[config.mk]
export PLATFORM = sky130hd
export DESIGN_NAME = sample_mul_acc_pipe_flat
export DESIGN_NICKNAME = d
export VERILOG_FILES = /design/src/rtl/sample_mul_acc_pipe_if.sv /design/src/rtl/sample_mul_acc_pipe.sv /design/src/flat_wrapper.sv
export SDC_FILE = /design/constraint.sdc
export NUM_CORES = 1
export LEC_CHECK = 0
export BUFFER_PORTS_ARGS = -buffer_cell sky130_fd_sc_hd__buf_2
export CAP_MARGIN = 15
export CORE_MARGIN = 2
export CORE_UTILIZATION = 57
export CTS_CLUSTER_DIAMETER = 120
export DETAILED_ROUTE_END_ITERATION = 16
export PLACE_DENSITY = 0.79
export SLEW_MARGIN = 10
export SYNTH_ARGS = -nofsm -noshare
export SYNTH_HDL_FRONTEND = slang
export SYNTH_SLANG_ARGS = --single-unit
[constraint.sdc]
create_clock -name clk -period 4.25 [get_ports clk]
set_input_delay 0.85 -clock clk [delete_from_list [all_inputs] [get_ports clk]]
set_output_delay 0.85 -clock clk [all_outputs]
set_load 0.05 [all_outputs]
[src/rtl/sample_mul_acc_pipe_if.sv]
// Sample stream bundle for the pipelined multiply-accumulate block.
// The master side produces samples and the clock enable. The slave side
// returns the registered results.
interface sample_mul_acc_pipe_if #(
    parameter int A_WIDTH = 6,
    parameter int B_WIDTH = 11,
    parameter int P_WIDTH = 11
);
    logic                      ce;
    logic                      in_valid;
    logic [A_WIDTH-1:0]        din0;
    logic signed [B_WIDTH-1:0] din1;
    logic                      acc_en;
    logic                      out_valid;
    logic signed [P_WIDTH-1:0] dout;
    logic                      ovf;

    modport master (
        output ce, in_valid, din0, din1, acc_en,
        input  out_valid, dout, ovf
    );

    modport slave (
        input  ce, in_valid, din0, din1, acc_en,
        output out_valid, dout, ovf
    );
endinterface

[src/rtl/sample_mul_acc_pipe.sv]
// Pipelined unsigned x signed multiply-accumulate with optional saturation.
// Stage 1 registers the sample. Stage 2 forms the full-precision product,
// and stages 3..NUM_STAGE-1 delay it. Stage NUM_STAGE adds the product to
// the running sum, detects overflow and registers the result.
module sample_mul_acc_pipe #(
    parameter int A_WIDTH   = 6,
    parameter int B_WIDTH   = 11,
    parameter int P_WIDTH   = 11,
    parameter int NUM_STAGE = 3,
    parameter int SAT_MODE  = 0
) (
    input  logic                  clk,
    input  logic                  reset,
    sample_mul_acc_pipe_if.slave  bus
);
    localparam int M_WIDTH = A_WIDTH + B_WIDTH + 1;   // full product width
    localparam int S_WIDTH = M_WIDTH + 1;             // sum width
    localparam int PD      = NUM_STAGE - 2;           // product register depth

    localparam logic signed [P_WIDTH-1:0] P_MAX = {1'b0, {(P_WIDTH-1){1'b1}}};
    localparam logic signed [P_WIDTH-1:0] P_MIN = {1'b1, {(P_WIDTH-1){1'b0}}};

    // Stage 1 registers
    logic                      s1_valid_q;
    logic                      s1_acc_en_q;
    logic [A_WIDTH-1:0]        s1_a_q;
    logic signed [B_WIDTH-1:0] s1_b_q;

    // Product pipeline, with valid and acc_en travelling alongside
    logic signed [M_WIDTH-1:0] prod_q [PD];
    logic                      pv_q   [PD];
    logic                      pe_q   [PD];

    // Final stage. acc_q is the running sum and also the value driven on dout.
    logic                      out_valid_q;
    logic                      ovf_q;
    logic signed [P_WIDTH-1:0] acc_q;

    // Combinational product and sum
    logic signed [M_WIDTH-1:0] a_ext;
    logic signed [M_WIDTH-1:0] b_ext;
    logic signed [M_WIDTH-1:0] prod_d;
    logic signed [S_WIDTH-1:0] acc_ext;
    logic signed [S_WIDTH-1:0] prod_ext;
    logic signed [S_WIDTH-1:0] sum_d;
    logic [S_WIDTH-P_WIDTH:0]  top_bits;
    logic                      ovf_d;
    logic signed [P_WIDTH-1:0] dout_d;

    // Operands are widened to the product width first, so the multiply
    // runs at full precision with no hidden truncation.
    assign a_ext  = $signed({{(M_WIDTH-A_WIDTH){1'b0}}, s1_a_q});
    assign b_ext  = $signed({{(M_WIDTH-B_WIDTH){s1_b_q[B_WIDTH-1]}}, s1_b_q});
    assign prod_d = a_ext * b_ext;

    // Capture the incoming sample
    always_ff @(posedge clk) begin
        if (reset) begin
            s1_valid_q  <= 1'b0;
            s1_acc_en_q <= 1'b0;
            s1_a_q      <= '0;
            s1_b_q      <= '0;
        end else if (bus.ce) begin
            s1_valid_q  <= bus.in_valid;
            s1_acc_en_q <= bus.acc_en;
            s1_a_q      <= bus.din0;
            s1_b_q      <= bus.din1;
        end
    end

    // Register the product, then shift it through the remaining delay stages
    always_ff @(posedge clk) begin
        if (reset) begin
            for (int i = 0; i < PD; i++) begin
                prod_q[i] <= '0;
                pv_q[i]   <= 1'b0;
                pe_q[i]   <= 1'b0;
            end
        end else if (bus.ce) begin
            prod_q[0] <= prod_d;
            pv_q[0]   <= s1_valid_q;
            pe_q[0]   <= s1_acc_en_q;
            for (int i = 1; i < PD; i++) begin
                prod_q[i] <= prod_q[i-1];
                pv_q[i]   <= pv_q[i-1];
                pe_q[i]   <= pe_q[i-1];
            end
        end
    end

    // Accumulate, detect out-of-range sums and pick wrap or clamp
    always_comb begin
        acc_ext  = {{(S_WIDTH-P_WIDTH){acc_q[P_WIDTH-1]}}, acc_q};
        prod_ext = {prod_q[PD-1][M_WIDTH-1], prod_q[PD-1]};
        sum_d    = pe_q[PD-1] ? (acc_ext + prod_ext) : prod_ext;
        // The sum fits in P_WIDTH only when every bit above the result's
        // sign bit repeats that sign bit.
        top_bits = sum_d[S_WIDTH-1:P_WIDTH-1];
        ovf_d    = !((&top_bits) || !(|top_bits));
        dout_d   = sum_d[P_WIDTH-1:0];
        if ((SAT_MODE != 0) && ovf_d) begin
            dout_d = sum_d[S_WIDTH-1] ? P_MIN : P_MAX;
        end
    end

    // Register the result. A bubble only drops out_valid, so the running
    // sum survives gaps between accumulating samples.
    always_ff @(posedge clk) begin
        if (reset) begin
            out_valid_q <= 1'b0;
            ovf_q       <= 1'b0;
            acc_q       <= '0;
        end else if (bus.ce) begin
            out_valid_q <= pv_q[PD-1];
            if (pv_q[PD-1]) begin
                acc_q <= dout_d;
                ovf_q <= ovf_d;
            end
        end
    end

    assign bus.out_valid = out_valid_q;
    assign bus.dout      = acc_q;
    assign bus.ovf       = ovf_q;
endmodule
[src/flat_wrapper.sv]
// flat-port wrapper written by rule: the top's interface ports become plain ports
module sample_mul_acc_pipe_flat 
#(
    parameter int A_WIDTH   = 6,
    parameter int B_WIDTH   = 11,
    parameter int P_WIDTH   = 11,
    parameter int NUM_STAGE = 3,
    parameter int SAT_MODE  = 0
)
  (clk, reset, bus_ce, bus_in_valid, bus_din0, bus_din1, bus_acc_en, bus_out_valid, bus_dout, bus_ovf);
  sample_mul_acc_pipe_if #(.A_WIDTH(A_WIDTH), .B_WIDTH(B_WIDTH), .P_WIDTH(P_WIDTH)) bus_i ();
  input  logic clk;
  input  logic reset;
  input wire logic [$bits(bus_i.ce)-1:0] bus_ce;
  input wire logic [$bits(bus_i.in_valid)-1:0] bus_in_valid;
  input wire logic [$bits(bus_i.din0)-1:0] bus_din0;
  input wire logic [$bits(bus_i.din1)-1:0] bus_din1;
  input wire logic [$bits(bus_i.acc_en)-1:0] bus_acc_en;
  output wire logic [$bits(bus_i.out_valid)-1:0] bus_out_valid;
  output wire logic [$bits(bus_i.dout)-1:0] bus_dout;
  output wire logic [$bits(bus_i.ovf)-1:0] bus_ovf;
  assign bus_i.ce = bus_ce;
  assign bus_i.in_valid = bus_in_valid;
  assign bus_i.din0 = bus_din0;
  assign bus_i.din1 = bus_din1;
  assign bus_i.acc_en = bus_acc_en;
  assign bus_out_valid = bus_i.out_valid;
  assign bus_dout = bus_i.dout;
  assign bus_ovf = bus_i.ovf;
  sample_mul_acc_pipe #(.A_WIDTH(A_WIDTH), .B_WIDTH(B_WIDTH), .P_WIDTH(P_WIDTH), .NUM_STAGE(NUM_STAGE), .SAT_MODE(SAT_MODE)) u_core (.clk(clk), .reset(reset), .bus(bus_i));
endmodule
==> results.sh, run 1 <==
export IMPL_insertion_delay_ns=0.32
export IMPL_route_detailed_drc=0
export IMPL_synth_cells=617
export IMPL_yosysTopAreaCell="fa_1"
export IMPL_critPathMaxStageDelay_ns=0.52
export IMPL_routed_wl_mm=12.1
export IMPL_ir_drop_v=0.000148
export IMPL_reg2regPathDepth=16
export IMPL_cts_tree="done"
export IMPL_startpoint="u_core.s1_a_q[1]"
export IMPL_violations="setup timing"
export IMPL_syn_nets=741
export IMPL_relSlewSlack_pct=47.7
export IMPL_cts_buffers=5
export IMPL_overflow=0
export IMPL_insertedDiodeCount=0
export IMPL_fp_row_count=35
export IMPL_die_h_um=102
export IMPL_clock_path_buffers=2
export IMPL_synth_top_family_by_area="adder cells"
export IMPL_synthSimpleGateAreaFrac_pct=18.4
export IMPL_post_place_ws_ns=-0.180
export IMPL_synthAdderAreaFrac_pct=29.6
export IMPL_final_seq_area_um2=1250
export IMPL_setup_ws_ns=-0.0435
export IMPL_hold_path_depth=2
export IMPL_hpwlAfterDp_mm=9.05
export IMPL_cts_root_buf="clkbuf_8"
export IMPL_port_buffer_count=34
export IMPL_h_tree_depth=2
export IMPL_reg2reg_from="u_core.s1_a_q[1]"
export IMPL_r2r_setup_slack_ns=-0.04
export IMPL_hold_path_end="u_core.bus.out_valid"
export IMPL_cp_start_kind="register"
export IMPL_wl_per_cell_um=14.9
export IMPL_cts_hold_buf=0
export IMPL_hold_class="register to register"
export IMPL_path_class="register to register"
export IMPL_cp_required_ns=4.42
export IMPL_path_cells="and2_4 -> fa_1 -> fa_1 -> fa_1 -> inv_1 -> fa_1 -> inv_2 -> ha_4 -> a21oi_4 -> nor2b_4 -> o21a_1 -> nor2_4 -> o21ai_4 -> a211oi_2 -> or3_1 -> a21oi_2"
export IMPL_cts_clk_slew_worst_paths_ns=0.11
export IMPL_status="complete, but fails checks"
export IMPL_hold_violations=0
export IMPL_synthFlopType="dfxtp_1"
export IMPL_endpoint_kind="register"
export IMPL_gp_congestion=0.921
export IMPL_fmax_ghz=0.233
export IMPL_fp_coreArea_um2=9330
export IMPL_setup_violations=2
export IMPL_ys_seq_area_share_pct=22.5
export IMPL_synth_area_mux_share_pct=5.35
export IMPL_grt_pass1_vias=4364
export IMPL_grt_max_degree=37
export IMPL_ant_nets=0
export IMPL_fin_crit_sh_pct=101
export IMPL_cts_sinks=52
export IMPL_drt_iter0_markers=147
export IMPL_vias_per_cell=5.47
export IMPL_die_area_um2=10500
export IMPL_synth_area_um2=5520
export IMPL_path_max_fanout=7
export IMPL_crit_arrival_ns=4.47
export IMPL_rsz0062_at_grt="true"
export IMPL_synthArstFlopShare_pct=0
export IMPL_power_leakage_nw=3.12
export IMPL_initial_core_util_pct=59.2
export IMPL_cp_slowest_cell="fa_1"
export IMPL_synth_edf_count=20
export IMPL_synth_compound_area_share_pct=13.5
export IMPL_areaGrowthSynthToFinish_pct=17.6
export IMPL_synth_top_area_share_pct=17.4
export IMPL_syn_avg_cell_area_um2=8.95
export IMPL_synth_seq_cells=52
export IMPL_r2r_end="u_core.prod_q[0][17]"
export IMPL_vias=4435
export IMPL_synth_commonest_cells="84 x inv_1, 57 x and2_1, 54 x ha_1"
export IMPL_slew_violations=0
export IMPL_grt_pass1_wl_mm=19.4
export IMPL_fin_skew_ns=0.0104
export IMPL_firstDrtPassIters=5
export IMPL_dieWidth_um=102
export IMPL_antenna_found_initial=0
export IMPL_design_final_nets=805
export IMPL_ys_top_cells_by_area="fa_1 17%, ha_1 12%, dfxtp_1 12%"
export IMPL_p_per_area_nw_per_um2=197
export IMPL_synth_most_common_cell="inv_1"
export IMPL_fillers=698
export IMPL_drive_above_1_share_pct=22.0
export IMPL_synth_xor_area_share_pct=3.49
export IMPL_synth_cell_types=55
export IMPL_worst_slew_pin_slew_ns=0.782
export IMPL_crit_path_frequent_cell="fa_1"
export IMPL_yosysWarningCount=0
export IMPL_multi_input_area_um2=4160
export IMPL_total_power_mw=1.28
export IMPL_gr_usage_all_layers_pct=23.1
export IMPL_ioPinCount=35
export IMPL_hp_start="u_core.bus.out_valid"
export IMPL_cap_violations=0
export IMPL_period_minus_slack_ns=4.29
worst max-delay path, delay by kind of cell (launching register included):
family	cells	cell delay, ns
adder cells (fa/ha/maj)	5	2.30
flip-flops	1	0.39
buffers and inverters	2	0.10
AO/OA/AOI/OAI	5	0.61
AND/OR/NAND/NOR	4	0.73
per-stage QoR:
step	hold WS (ns)	utilization, %	instance area (um^2)	cells	setup TNS (ns)
2_1_floorplan	0.452	-	5540	617	0
3_3_place_gp	0.454	65.0	6070	796	-0.181
3_5_place_dp	0.472	65.0	6070	796	-0.837
4_1_cts	0.496	67.4	6280	806	-0.0107
5_1_grt	0.514	69.6	6490	811	-0.789
6_report	0.490	69.6	6490	811	-0.0781
where the power goes:
part / switching, mW / internal (mW) / leakage [nW] / total (mW)
logic: 0.222 / 0.169 / 2.58 / 0.391
registers: 0.0290 / 0.548 / 0.488 / 0.577
clock network: 0.193 / 0.122 / 0.0463 / 0.315
layout make-up:
type	count	area share (%)
clock buffer	5	1.06
clock inverter	3	0.424
inverter	85	4.91
multi-input combinational	459	64.0
sequential	52	19.3
tap	129	2.49
timing repair buffer	78	7.77
cells in the final DEF (no fill, tap or decap), types with 6 or more instances in the layout:
master and instances:
inv_1 76, and2_1 52, nor2_1 50, fa_1 47
ha_1 45, buf_4 43, buf_2 34, nand2_1 28
mux2i_1 28, dfxtp_1 27, a21oi_1 22, edfxtp_1 20
o21ai_0 14, a211oi_1 13, nand2b_1 12, xor2_1 11
xnor2_1 11, ha_4 9, inv_2 8, a21oi_2 7
nor3_1 7, a21o_1 6
kinds of logic after synthesis:
| kind of cell | after synthesis |
|---|---|
| flops | 52 |
| simple gates | 196 |
| fa+ha+maj | 102 |
| xor+xnor | 22 |
| buf+inv | 106 |
| compound gates | 110 |
| mux | 29 |
routing by layer:
metal	GRT usage [%]	vias up	share of wire, %
met5	0	-	0
met4	5.85	0	1.9
met3	2.53	19	3.4
met2	42.0	113	52
met1	29.2	2105	43
li1	-	2198	-
registers in the layout, indices dropped and copies added (netlist names):
signal	cells
u_core.bus.dout	11
u_core.bus.out_valid	1
u_core.bus.ovf	1
u_core.pe_q	1
u_core.prod_q	18
u_core.pv_q	1
u_core.s1_a_q	6
u_core.s1_acc_en_q	1
u_core.s1_b_q	11
u_core.s1_valid_q	1
how the worst max path moves through the flow:
stage / to / depth (start not counted)
final: u_core.prod_q[0][17] / 16
after detailed placement: u_core.prod_q[0][16] / 17
after floorplan: u_core.prod_q[0][15] / 17
after global placement: u_core.prod_q[0][16] / 17
after CTS: u_core.prod_q[0][12] / 16
after global routing: u_core.prod_q[0][11] / 14
timing repair:
item	in CTS	in global routing
pin swaps	15	31
buffers inserted	2	5
endpoints found under the setup margin	8	8
gates resized for setup	29	41
hold endpoints to repair	0	0
No activity file was read; power rests on OpenSTA's default activity.
==> run 2: changes to the inputs <==
--- a/config.mk
+++ b/config.mk
@@ -11,7 +11,7 @@
 export CORE_UTILIZATION = 57
 export CTS_CLUSTER_DIAMETER = 120
 export DETAILED_ROUTE_END_ITERATION = 16
-export PLACE_DENSITY = 0.79
+export PLACE_DENSITY_LB_ADDON = 0.08
 export SLEW_MARGIN = 10
 export SYNTH_ARGS = -nofsm -noshare
 export SYNTH_HDL_FRONTEND = slang
==> results.sh, run 2 (synthesis results as in run 1) <==
export IMPL_routed_wl_mm=11.7
export IMPL_fin_crit_sh_pct=99.8
export IMPL_cts_buffers=5
export IMPL_fin_skew_ns=0.00892
export IMPL_post_place_ws_ns=-0.140
export IMPL_slew_violations=0
export IMPL_reg2regPathDepth=17
export IMPL_fp_row_count=35
export IMPL_drt_iter0_markers=105
export IMPL_wl_per_cell_um=14.4
export IMPL_initial_core_util_pct=59.2
export IMPL_gr_usage_all_layers_pct=22.0
export IMPL_ant_nets=0
export IMPL_worst_slew_pin_slew_ns=1.04
export IMPL_cp_slowest_cell="fa_1"
export IMPL_ir_drop_v=0.000160
export IMPL_power_leakage_nw=3.13
export IMPL_cp_start_kind="register"
export IMPL_vias_per_cell=5.40
export IMPL_insertion_delay_ns=0.32
export IMPL_clock_path_buffers=2
export IMPL_grt_pass1_wl_mm=18.5
export IMPL_largest_register_ffs=18
export IMPL_design_final_nets=807
export IMPL_path_max_fanout=6
export IMPL_vias=4394
export IMPL_port_buffer_count=34
export IMPL_critPathMaxStageDelay_ns=0.52
export IMPL_cp_required_ns=4.42
export IMPL_final_core_util_pct=69.6
export IMPL_hp_start="u_core.s1_acc_en_q"
export IMPL_cts_hold_buf=0
export IMPL_path_class="register to register"
export IMPL_setup_violations=0
export IMPL_fmax_ghz=0.236
export IMPL_cts_clk_slew_worst_paths_ns=0.10
export IMPL_startpoint="u_core.s1_a_q[3]"
export IMPL_route_detailed_drc=0
export IMPL_placed_cells=801
export IMPL_grt_max_degree=37
export IMPL_final_common_cell="inv_1"
export IMPL_cp_buffers_inverters=3
export IMPL_reg2reg_from="u_core.s1_a_q[3]"
export IMPL_die_h_um=102
export IMPL_antenna_found_initial=0
export IMPL_die_area_um2=10500
export IMPL_cts_sinks=52
export IMPL_grt_pass1_vias=4213
export IMPL_r2r_end="u_core.prod_q[0][17]"
export IMPL_total_power_mw=1.27
export IMPL_period_minus_slack_ns=4.24
export IMPL_ioPinCount=35
export IMPL_relSlewSlack_pct=30.4
export IMPL_areaGrowthSynthToFinish_pct=17.6
export IMPL_r2r_setup_slack_ns=0.009
export IMPL_hold_path_depth=2
export IMPL_endpoint_kind="register"
export IMPL_cts_tree="done"
export IMPL_status="complete, no violations"
export IMPL_insertedDiodeCount=0
export IMPL_p_per_area_nw_per_um2=195
export IMPL_overflow=0
export IMPL_crit_family="adder cells"
export IMPL_hold_path_end="u_core.s1_acc_en_q"
export IMPL_instances_no_fill=813
export IMPL_fp_coreArea_um2=9330
export IMPL_hold_ws_ns=0.498
export IMPL_dieWidth_um=102
export IMPL_crit_arrival_ns=4.41
export IMPL_setup_ws_ns=0.00941
export IMPL_h_tree_depth=2
export IMPL_final_cell_mix="77 x inv_1, 52 x and2_1, 51 x nor2_1"
export IMPL_cts_root_buf="clkbuf_8"
export IMPL_firstDrtPassIters=7
export IMPL_hpwlAfterDp_mm=8.92
export IMPL_cap_violations=0
export IMPL_path_cells="buf_6 -> and2_4 -> fa_1 -> fa_1 -> fa_1 -> inv_1 -> fa_1 -> inv_2 -> ha_4 -> a21oi_4 -> nor2b_4 -> o21a_1 -> nor2_4 -> o21ai_4 -> a211oi_2 -> or3_1 -> a21oi_1"
export IMPL_drive_above_1_share_pct=21.9
export IMPL_hold_class="register to register"
export IMPL_hold_violations=0
export IMPL_rsz0062_at_grt="true"
export IMPL_gp_congestion=0.879
export IMPL_crit_path_frequent_cell="fa_1"
export IMPL_top_register="u_core.prod_q"
## run 2: how the worst max path moves through the flow
stage                                end  slack [ns]  cells after the start
global placement    u_core.prod_q[0][11]       -0.11                     14
floorplan           u_core.prod_q[0][15]       0.002                     17
global route        u_core.prod_q[0][17]       -0.17                     17
detailed placement  u_core.prod_q[0][11]       -0.14                     14
CTS                 u_core.prod_q[0][11]       -0.03                     14
finish              u_core.prod_q[0][17]       0.009                     17
## run 2: worst reg2reg max path: stages (launching register included)
cell,delay [ns]
dfxtp_2,0.35
buf_6,0.12
and2_4,0.15
fa_1,0.52
fa_1,0.43
fa_1,0.49
inv_1,0.05
fa_1,0.49
inv_2,0.05
ha_4,0.27
a21oi_4,0.05
nor2b_4,0.11
o21a_1,0.19
nor2_4,0.06
o21ai_4,0.17
a211oi_2,0.07
or3_1,0.36
a21oi_1,0.16
## run 2: routing by layer
layer  part of all wire (%)  vias up  GRT usage, %
li1                       -     2209             -
met1                     44     2112          26.8
met2                     52       60          41.5
met3                    2.3       13          2.46
met4                    1.6        0          4.72
met5                      0        -             0
## run 2: cell type report
class / instances / area [um^2]
fillers: 762 / 2830
multi-input cells: 459 / 4140
well taps: 129 / 161
clock buffers: 5 / 68.8
inverters: 85 / 319
clock inverters: 3 / 21.3
repair buffers: 80 / 536
flip-flops and latches: 52 / 1250
## run 2: power breakdown
group          internal [mW]  switching (mW)  leakage [nW]
Combinational          0.173           0.212          2.60
Clock                  0.117           0.184        0.0445
Sequential             0.549          0.0323         0.488
## run 2: per-stage QoR
step / instance area (um^2) / TNS (ns)
2_1_floorplan: 5540 / 0
3_3_place_gp: 6120 / -0.245
3_5_place_dp: 6120 / -0.558
4_1_cts: 6240 / -0.0537
5_1_grt: 6490 / -0.841
6_report: 6490 / 0
## run 2: timing repair
item                                    CTS  global route
cloned                                    0             0
gates resized for setup                  13            53
endpoints found under the setup margin    7             8
pin swaps                                14            52
setup buffers                             0             4
==> run 3: changes to the inputs <==
--- a/config.mk
+++ b/config.mk
@@ -5,12 +5,14 @@
 export SDC_FILE = /design/constraint.sdc
 export NUM_CORES = 1
 export LEC_CHECK = 0
-export BUFFER_PORTS_ARGS = -buffer_cell sky130_fd_sc_hd__buf_2
 export CAP_MARGIN = 15
+export CELL_PAD_IN_SITES_DETAIL_PLACEMENT = 2
+export CELL_PAD_IN_SITES_GLOBAL_PLACEMENT = 2
 export CORE_MARGIN = 2
-export CORE_UTILIZATION = 57
+export CORE_UTILIZATION = 37
 export CTS_CLUSTER_DIAMETER = 120
 export DETAILED_ROUTE_END_ITERATION = 16
+export DONT_BUFFER_PORTS = 1
 export PLACE_DENSITY_LB_ADDON = 0.08
 export SLEW_MARGIN = 10
 export SYNTH_ARGS = -nofsm -noshare
==> results.sh, run 3 (synthesis results as in run 1) <==
export IMPL_fp_row_count=44
export IMPL_ioPinCount=35
export IMPL_path_max_fanout=6
export IMPL_clock_path_buffers=2
export IMPL_power_frac_comb_pct=27.4
export IMPL_power_internal_mw=0.955
export IMPL_grt_max_degree=37
export IMPL_slew_violations=0
export IMPL_cp_required_ns=4.37
export IMPL_clkPwrFrac_pct=31.3
export IMPL_vias_per_cell=5.27
export IMPL_relSlewSlack_pct=55.2
export IMPL_highest_layer="met4"
export IMPL_dr_wl_met2_mm=8.78
export IMPL_top_register="u_core.prod_q"
export IMPL_cts_root_buf="clkbuf_16"
export IMPL_startpoint="u_core.s1_a_q[2]"
export IMPL_fillers=1578
export IMPL_cap_violations=0
export IMPL_dieWidth_um=126
export IMPL_path_class="register to register"
export IMPL_cts_hold_buf=0
export IMPL_port_buffer_count=0
export IMPL_ir_drop_v=0.000145
export IMPL_final_common_cell="inv_1"
export IMPL_cts_tree="done"
export IMPL_areaGrowthSynthToFinish_pct=21.0
export IMPL_cts_sinks=52
export IMPL_gp_congestion=0.829
export IMPL_cts_buffers=5
export IMPL_endpoint_kind="register"
export IMPL_hp_start="u_core.s1_acc_en_q"
export IMPL_dr_wl_met3_um=302
export IMPL_cp_start_kind="register"
export IMPL_final_cell_mix="77 x inv_1, 56 x buf_4, 50 x and2_1, 50 x nor2_1, 45 x fa_1"
export IMPL_pwr_share_seq_pct=41.4
export IMPL_route_detailed_drc=0
export IMPL_ant_nets=0
export IMPL_insertedDiodeCount=0
export IMPL_antenna_found_initial=0
export IMPL_design_final_nets=788
export IMPL_period_minus_slack_ns=4.36
export IMPL_power_leakage_nw=3.09
export IMPL_wl_per_cell_um=18.9
export IMPL_final_core_util_pct=46.0
export IMPL_drive_above_1_share_pct=22.1
export IMPL_hpwlAfterDp_mm=12.0
export IMPL_grt_pass1_vias=5065
export IMPL_hold_ws_ns=0.498
export IMPL_setup_violations=6
export IMPL_die_area_um2=15900
export IMPL_worst_slew_pin_slew_ns=0.672
export IMPL_rsz0062_at_grt="true"
export IMPL_firstDrtPassIters=4
export IMPL_status="complete, but fails checks"
export IMPL_insertion_delay_ns=0.32
export IMPL_fmax_ghz=0.229
export IMPL_fin_skew_ns=0.00758
export IMPL_routed_wl_mm=16.0
export IMPL_hold_violations=0
export IMPL_drt_iter0_markers=98
export IMPL_setup_ws_ns=-0.112
export IMPL_r2r_setup_slack_ns=-0.11
export IMPL_hold_class="register to register"
export IMPL_overflow=0
export IMPL_grt_pass1_wl_mm=25.7
export IMPL_violations="setup timing"
export IMPL_fin_crit_sh_pct=103
export IMPL_p_per_area_nw_per_um2=215
export IMPL_met1Wirelength_mm=6.79
export IMPL_largest_register_ffs=18
export IMPL_cts_clk_slew_worst_paths_ns=0.08
export IMPL_p_switching_mw=0.484
export IMPL_vias=4475
export IMPL_h_tree_depth=2
export IMPL_initial_core_util_pct=38.0
export IMPL_fp_coreArea_um2=14500
export IMPL_reg2reg_from="u_core.s1_a_q[2]"
export IMPL_die_h_um=126
export IMPL_crit_arrival_ns=4.49
export IMPL_gr_usage_all_layers_pct=20.1
export IMPL_swShare_pct=33.6
export IMPL_total_power_mw=1.44
-- run 3: cell count changes in the layout (fill, tap and decap cells not counted), moves of 3 or more --
| cell | delta |
|---|---|
| buf_2 | -34 |
| buf_4 | +13 |
| clkbuf_16 | +5 |
| clkbuf_8 | -5 |
| ha_1 | -5 |
| ha_4 | +3 |
-- run 3: worst paths after layout --
path                                        endpoint  cells after the start
worst max register to register  u_core.prod_q[0][16]                     17
worst max-delay path            u_core.prod_q[0][16]                     17
worst min-delay path              u_core.s1_acc_en_q                      2
worst min register to register    u_core.s1_acc_en_q                      2
-- run 3: final cells by class --
type / instances / area [um^2] / share of cell area (%)
Multi-Input combinational cell: 459 / 4240 / 63.5
Sequential cell: 52 / 1250 / 18.8
Timing Repair Buffer: 61 / 485 / 7.27
Inverter: 85 / 319 / 4.78
Tap cell: 184 / 230 / 3.45
Clock buffer: 5 / 125 / 1.87
Clock inverter: 3 / 27.5 / 0.412
-- run 3: through the flow --
stage               instances  setup TNS (ns)  worst slack (ns)  cell area, um^2
floorplan                 617               0           0.00180             5540
global placement          833          -0.643            -0.180             6080
detailed placement        833           -1.53            -0.294             6080
CTS                       843          -0.121           -0.0364             6440
global route              849           -1.59            -0.266             6680
finish                    849          -0.329            -0.112             6680
-- run 3: power groups by stage --
stage | Sequential [mW] | Clock (mW) | Combinational, mW
2_1_floorplan | 0.597 | 0 | 0.243
3_5_place_dp | 0.606 | 0 | 0.345
3_3_place_gp | 0.604 | 0 | 0.325
6_report | 0.595 | 0.450 | 0.394
4_1_cts | 0.596 | 0.459 | 0.368
5_1_grt | 0.599 | 0.481 | 0.444
-- run 3: routing by layer --
metal	up-vias	track usage, %
li1	2157	-
met1	2266	23.7
met2	40	38.7
met3	12	2.89
met4	0	3.75
met5	-	0
-- run 3: worst max-delay path: stages (launching register included) --
cell,delay (ns)
dfxtp_2,0.34
buf_6,0.13
and2_4,0.15
fa_1,0.56
fa_2,0.45
fa_1,0.49
inv_1,0.05
fa_1,0.49
inv_2,0.05
ha_4,0.24
a21oi_4,0.15
nor2b_4,0.06
o21a_1,0.22
nor2_4,0.15
nand2b_1,0.11
a21oi_2,0.17
nor2_2,0.07
o311ai_2,0.28
-- run 3: repair_timing --
action,in CTS,in global routing
resized for setup,49,39
endpoints found under the hold margin,0,0
setup endpoints to repair,9,10
pin swaps,37,39
buffers inserted,2,6
